$ cat src/rtl/tinyrisc_pkg.sv
// tinyRisc shared definitions: fetch widths, reset PC, fetch FSM encodings and
// a saturating increment helper used by the optional performance counters.
package tinyrisc_pkg;

  localparam int PC_W    = 16;
  localparam int INSTR_W = 32;
  localparam logic [PC_W-1:0] RESET_PC_DEFAULT = 16'h0000;

  typedef enum logic [2:0] {
    S_IDLE  = 3'd0,
    S_FETCH = 3'd1,
    S_WAIT  = 3'd2,
    S_HOLD  = 3'd3,
    S_HALT  = 3'd4
  } fetch_state_t;

  // Increment a 32-bit event counter, sticking at all-ones.
  function automatic logic [31:0] sat_inc32(input logic [31:0] value);
    if (value == 32'hFFFF_FFFF) begin
      return value;
    end else begin
      return value + 32'd1;
    end
  endfunction

endpackage

$ cat src/rtl/fetch_perf_counters.sv
// Two saturating 32-bit event counters for the fetch sequencer: accepted fetch
// requests and stall cycles. Cleared by the synchronous reset.
module fetch_perf_counters
  import tinyrisc_pkg::*;
(
  input  logic        clk,
  input  logic        rst,
  input  logic        fetch_inc,
  input  logic        stall_inc,
  output logic [31:0] fetch_cnt,
  output logic [31:0] stall_cnt
);

  // Count events, saturating at all-ones.
  always_ff @(posedge clk) begin
    if (rst) begin
      fetch_cnt <= 32'd0;
      stall_cnt <= 32'd0;
    end else begin
      if (fetch_inc) begin
        fetch_cnt <= sat_inc32(fetch_cnt);
      end
      if (stall_inc) begin
        stall_cnt <= sat_inc32(stall_cnt);
      end
    end
  end

endmodule

$ cat src/rtl/fetch_sequencer.sv
// tinyRisc fetch sequencer: owns the PC, issues one-outstanding word reads to
// instruction memory and hands fetched instructions to decode. Redirects from
// the PC-update logic retarget fetch and kill any in-flight response.
// Optional macro FETCH_PERF_EN adds perf_fetch_cnt / perf_stall_cnt outputs.
module fetch_sequencer
  import tinyrisc_pkg::*;
#(
  parameter int                PC_W     = tinyrisc_pkg::PC_W,
  parameter int                INSTR_W  = tinyrisc_pkg::INSTR_W,
  parameter logic [PC_W-1:0]   RESET_PC = RESET_PC_DEFAULT
) (
  input  logic               clk,
  input  logic               rst,
  output logic               imem_req_valid,
  input  logic               imem_req_ready,
  output logic [PC_W-1:0]    imem_req_addr,
  input  logic               imem_rsp_valid,
  input  logic [INSTR_W-1:0] imem_rsp_data,
  output logic               instr_valid,
  input  logic               instr_ready,
  output logic [INSTR_W-1:0] instr_out,
  output logic [PC_W-1:0]    instr_pc,
  input  logic               redirect_valid,
  input  logic [PC_W-1:0]    redirect_pc,
  input  logic               halt,
`ifdef FETCH_PERF_EN
  output logic [31:0]        perf_fetch_cnt,
  output logic [31:0]        perf_stall_cnt,
`endif
  output logic               busy
);

  fetch_state_t    state, state_n;
  logic [PC_W-1:0] pc_q, pc_n;
  logic [PC_W-1:0] fetch_pc, fetch_pc_n;
  logic            kill, kill_n;
  logic            latch_rsp;
  logic            req_hs;

  // Next-state, next-PC and kill decisions; redirect outranks everything but reset.
  always_comb begin
    state_n    = state;
    pc_n       = pc_q;
    fetch_pc_n = fetch_pc;
    kill_n     = kill;
    latch_rsp  = 1'b0;
    req_hs     = imem_req_valid & imem_req_ready;
    case (state)
      S_IDLE: begin
        if (redirect_valid) begin
          pc_n = redirect_pc;
        end else if (halt) begin
          state_n = S_HALT;
        end else begin
          state_n = S_FETCH;
        end
      end
      S_FETCH: begin
        if (req_hs) begin
          fetch_pc_n = pc_q;
          state_n    = S_WAIT;
          if (redirect_valid) begin
            pc_n   = redirect_pc;
            kill_n = 1'b1;
          end else begin
            pc_n = pc_q + {{(PC_W-1){1'b0}}, 1'b1};
          end
        end else if (redirect_valid) begin
          pc_n = redirect_pc;
        end else if (halt) begin
          state_n = S_HALT;
        end else begin
          state_n = S_FETCH;
        end
      end
      S_WAIT: begin
        if (redirect_valid) begin
          pc_n = redirect_pc;
          if (imem_rsp_valid) begin
            kill_n  = 1'b0;
            state_n = S_FETCH;
          end else begin
            kill_n = 1'b1;
          end
        end else if (imem_rsp_valid) begin
          if (kill) begin
            kill_n  = 1'b0;
            state_n = S_FETCH;
          end else begin
            latch_rsp = 1'b1;
            state_n   = S_HOLD;
          end
        end else begin
          state_n = S_WAIT;
        end
      end
      S_HOLD: begin
        if (redirect_valid) begin
          pc_n    = redirect_pc;
          state_n = S_FETCH;
        end else if (instr_ready) begin
          state_n = halt ? S_HALT : S_FETCH;
        end else begin
          state_n = S_HOLD;
        end
      end
      S_HALT: begin
        if (redirect_valid) begin
          pc_n = redirect_pc;
        end else if (!halt) begin
          state_n = S_FETCH;
        end else begin
          state_n = S_HALT;
        end
      end
      default: begin
        state_n = S_IDLE;
        kill_n  = 1'b0;
      end
    endcase
  end

  // State and registered outputs, all derived from the upcoming state.
  always_ff @(posedge clk) begin
    if (rst) begin
      state          <= S_IDLE;
      pc_q           <= RESET_PC;
      fetch_pc       <= {PC_W{1'b0}};
      kill           <= 1'b0;
      imem_req_valid <= 1'b0;
      imem_req_addr  <= {PC_W{1'b0}};
      instr_valid    <= 1'b0;
      instr_out      <= {INSTR_W{1'b0}};
      instr_pc       <= {PC_W{1'b0}};
      busy           <= 1'b0;
    end else begin
      state          <= state_n;
      pc_q           <= pc_n;
      fetch_pc       <= fetch_pc_n;
      kill           <= kill_n;
      imem_req_valid <= (state_n == S_FETCH);
      if (state_n == S_FETCH) begin
        imem_req_addr <= pc_n;
      end
      instr_valid    <= (state_n == S_HOLD);
      if (latch_rsp) begin
        instr_out <= imem_rsp_data;
        instr_pc  <= fetch_pc;
      end
      busy           <= (state_n == S_WAIT) | (state_n == S_FETCH);
    end
  end

`ifdef FETCH_PERF_EN
  logic stall_event;
  assign stall_event = ((state == S_HOLD) & ~instr_ready) |
                       ((state == S_FETCH) & ~imem_req_ready);

  fetch_perf_counters u_perf (
    .clk       (clk),
    .rst       (rst),
    .fetch_inc (req_hs),
    .stall_inc (stall_event),
    .fetch_cnt (perf_fetch_cnt),
    .stall_cnt (perf_stall_cnt)
  );
`endif

endmodule

$ cat config.mk
export PLATFORM = sky130hd
export DESIGN_NAME = fetch_sequencer
export DESIGN_NICKNAME = d
export VERILOG_FILES = /design/src/rtl/tinyrisc_pkg.sv /design/src/rtl/fetch_perf_counters.sv /design/src/rtl/fetch_sequencer.sv
export SDC_FILE = /design/constraint.sdc
export NUM_CORES = 1
export LEC_CHECK = 0
export CAP_MARGIN = 20
export CELL_PAD_IN_SITES_DETAIL_PLACEMENT = 1
export CELL_PAD_IN_SITES_GLOBAL_PLACEMENT = 1
export CORE_MARGIN = 3
export CORE_UTILIZATION = 34
export CTS_BUF_LIST = sky130_fd_sc_hd__clkbuf_8
export DETAILED_ROUTE_END_ITERATION = 8
export GPL_ROUTABILITY_DRIVEN = 0
export PLACE_DENSITY = 0.88
export SYNTH_ARGS = -nofsm -noshare
export SYNTH_HDL_FRONTEND = slang
export SYNTH_SLANG_ARGS = --single-unit
$ cat constraint.sdc
create_clock -name clk -period 1.8 [get_ports clk]
set_input_delay 0.18 -clock clk [delete_from_list [all_inputs] [get_ports clk]]
set_output_delay 0.18 -clock clk [all_outputs]
set_load 0.02 [all_outputs]
==> results.md <==
* Primary FF master, synth: dfxtp_1
* Overall routing resource usage at between 20 and 25%
* CORE AREA at 0.0122 mm^2
* Starting Density at approximately a third
* Vias in the first global route at 4963
* Hold path cells at 2
* Synthesized cell area at between 0.004 and 0.005 mm^2
* Layout Skew at roughly 0.016 ns
* Routed via count at 4662
* Input/output buffers at roughly 120
* Final net count at between 700 and 800
* CP Buf/Inv Count at 0
* Cts hold-fix bufs at 0
* FF+latch area at 0.00207 mm^2
* Minimum clock period at ~1.9 ns
* CTS Root Cell: clkbuf_8
* CP endpoint kind: flip-flop
* Least-Margin Pin Slew at ~0.6 ns
* Number of fill cells at 1460
* Max-slew violations at 0
* Area of the multi-input gates at 0.00215 mm^2
* Slowest cell delay on critical path at 0.50 ns
* Mean post-synth cell area at 8.14 um^2
* PwrDens at 738 mW/mm^2
* M2 GR Usage at 35.5%
* DR pass1 iterations at 5
* CTS tree: yes
* Critical path type: reg -> reg
* Avg WL per Cell at 18.9 um
* Number of cells on the critical path at 5
* Grt met1 use at a little over a quarter
* Number of antenna violations at the first check in global routing at 0
* MaxCap Viol Count at 0
* Die Height at between 100 and 150 um
* Clock Power Share at 31.7%
* Seq/Total Area, Yosys at 48.0%
* Post-synth EDFFs at 0
* Dpl ws at -0.407 ns
* DRC Markers at 0
* Critical path's slowest cell: a221oi_1
* Switching Fraction at 28.5%
* Clk_lat worst skew at 0.39 ns
* Seq cells post-synth at 103
* YS warnings at 0
* ANT cells at 0
* Startpoint Class: flip-flop
* I/O Pins at 122
* Gr ovfl total at 0
* CTS H-tree lvls at 3
* Outcome: complete, but fails checks
* Pint at 0.00338 W
* Num rows at 40
* Critical path arrival at roughly 2.1 ns
* Crit path max fanout at 5
* Endpoints failing setup at 3
* Slew headroom at 60.1%
* RSZ-0062 raised after global routing: true
* Leakage at 2.25 nW
* Syn-to-layout area delta at 49.1%
* Hpwl dp at ~11000 um
* Seq pwr share at 51.1%
* Final worst setup slack at -0.0743 ns
* Die W at 118 um
* R2R Path Start: pc_q[4]$_SDFF_PP0_
* Critical Path RT at between 2 and 2.5 ns
* Switch Pwr at 0.00135 W
* FF-to-FF path depth at 5
* Mapped Nets at around 600
* FFs w/ async S/R, synth at 0%
* CP Launch Point: pc_q[4]$_SDFF_PP0_
* Gate Count Post-Synth at 527
* TritonCTS Buffers at 9
* Worst-path cell chain: and4_1, nand4_1, xnor2_1, a221oi_1, a211oi_1
* Max Root-Sink Buffers at 2
* Worst Hold Launch: rst
* Failing checks: setup timing
* Final hold violations at 0
* Yosys cell types at 61
* Fmax at 0.534 GHz
* Largest net degree at the start of global routing at 55
* Die area at between 0.01 and 0.015 mm^2
* Grt met3 use at 5.36%
* Clock tree sinks at 103
* Period utilisation layout at 104%
* First-pass GRT wire length at roughly 25000 um
* Combinational Power Share at 17.2%
* DRT iter0 DRCs at 330
* Total power at approximately 0.0047 W
* Worst-path clk slew at 0.11 ns
* GRT busiest layer: met2
* Routed Antenna Nets at 0
* Vias per cell at 5.45
* HP Class: in -> reg
* VDD IR max at 0.445 mV
* Share of cells above drive strength 1 at 17.2%
* Reg-to-reg slack, setup at -0.07 ns
* Cell family with most CP delay: compound AO/OA/AOI/OAI gates
* Final wirelength at 16100 um
## worst register-to-register path, stage by stage, from the launching register on
cell,delay [ns]
dfxtp_1,0.38
and4_1,0.36
nand4_1,0.17
xnor2_1,0.17
a221oi_1,0.50
a211oi_1,0.16
## area by class of cell
cell class / count / share of cell area [%]
multi-input combinational: 379 / 33.6
sequential: 103 / 32.4
timing repair buffer: 181 / 27.1
tap: 168 / 3.28
clock buffer: 12 / 2.58
clock inverter: 4 / 0.547
inverter: 8 / 0.469
## state kept, by name (all words and copies together) (netlist names)
name / cells
imem_req_valid: 1
fetch_pc: 16
instr_pc: 16
instr_valid: 1
kill: 1
pc_q: 16
instr_out: 32
busy: 1
imem_req_addr: 16
state: 3
## layout by cell type (no fill, tap or decap), drive strengths merged, types with 2 or more instances in the layout
master | netlist | layout
nand4 | 7 | 7
and2 | 2 | 2
a211oi | 13 | 13
and3 | 5 | 5
a22o | 2 | 2
nor4 | 4 | 4
nand3 | 3 | 3
clkbuf | 22 | 12
clkinv | 0 | 2
dfxtp | 103 | 103
xor2 | 3 | 3
and4 | 3 | 3
or3 | 3 | 3
buf | 16 | 61
o21ai | 10 | 10
inv | 8 | 10
nand2b | 4 | 4
a32o | 2 | 2
nand2 | 141 | 141
nor3 | 7 | 7
and4b | 2 | 2
a32oi | 3 | 3
a31oi | 6 | 6
nor2b | 6 | 6
nor2 | 25 | 26
o221ai | 2 | 2
a221oi | 3 | 3
a222oi | 3 | 3
clkdlybuf4s50 | 0 | 120
xnor2 | 3 | 3
nand4b | 2 | 2
a21oi | 92 | 92
a311oi | 2 | 2
## repair_timing
item / 4_1_cts / 5_1_grt
gates cloned: 0 / 1
pin swaps: 3 / 8
buffers inserted: 2 / 2
endpoints found under the setup margin: 31 / 22
gates resized for setup: 14 / 30
## cells by family (layout without fill, tap and decap cells)
group	Yosys count	count (layout)	share of synthesized area [%]
AO/OA/AOI/OAI	152	152	22.5
XOR/XNOR	6	6	1.22
adder cells (fa/ha/maj)	1	1	0.291
AND/OR/NAND/NOR	219	220	22.9
flip-flops	103	103	48.0
buffers and inverters	46	205	5.01
## per-layer routing
metal	wire [um]	vias to the layer above	part of all wire (%)
met2	7820	245	48
met3	1280	55	8.0
li1	-	2153	-
met1	6470	2209	40
met4	570	0	3.5
met5	0	-	0
## Yosys cell counts, drive strengths merged, types with 2 or more instances
master | number | share of area (%)
a211oi | 13 | 2.3
a21oi | 92 | 11
dfxtp | 103 | 48
nand4 | 7 | 1.0
a311oi | 2 | 0.41
or3 | 3 | 0.55
a221oi | 3 | 0.61
nand4b | 2 | 0.41
nor3 | 7 | 0.82
a222oi | 3 | 0.70
a22o | 2 | 0.41
o21ai | 10 | 1.2
clkbuf | 22 | 1.9
nor2 | 25 | 2.4
nand2b | 4 | 0.58
o221ai | 2 | 0.41
buf | 16 | 2.4
xor2 | 3 | 0.61
xnor2 | 3 | 0.61
nand3 | 3 | 0.35
and4b | 2 | 0.47
nand2 | 141 | 12
and2 | 2 | 0.29
and4 | 3 | 0.61
inv | 8 | 0.70
nor2b | 6 | 0.87
a32oi | 3 | 1.0
a32o | 2 | 0.47
a31oi | 6 | 0.87
and3 | 5 | 0.73
nor4 | 4 | 0.58
## power groups by stage
stage | combinational, W | clock, W | sequential, W
2_1_floorplan | 0.000273 | 0 | 0.00251
3_3_place_gp | 0.000689 | 0 | 0.00245
3_5_place_dp | 0.000718 | 0 | 0.00246
4_1_cts | 0.000741 | 0.00153 | 0.00241
5_1_grt | 0.000861 | 0.00163 | 0.00242
6_report | 0.000814 | 0.00150 | 0.00241
## stage by stage
step / hold WS [ns] / utilization (%) / instance area (um^2) / TNS, ns / cells
finish: 0.286 / 52.6 / 6400 / -0.0847 / 855
global route: 0.283 / 52.6 / 6400 / -0.963 / 855
CTS: 0.250 / 51.5 / 6260 / 0 / 853
detailed placement: 0.450 / 49.4 / 6000 / -7.77 / 835
global placement: 0.442 / 49.4 / 6000 / -4.17 / 835
floorplan: 0.316 / - / 4290 / 0 / 527
## final timing paths
| kind | end |
|---|---|
| worst max-delay path | imem_req_addr[14]$_SDFFE_PP0N_ |
| worst min-delay path | pc_q[14]$_SDFF_PP0_ |
| worst max register to register | imem_req_addr[14]$_SDFFE_PP0N_ |
| worst min register to register | instr_pc[15]$_SDFFE_PP0P_ |
Power figures use the tool's default switching activity.
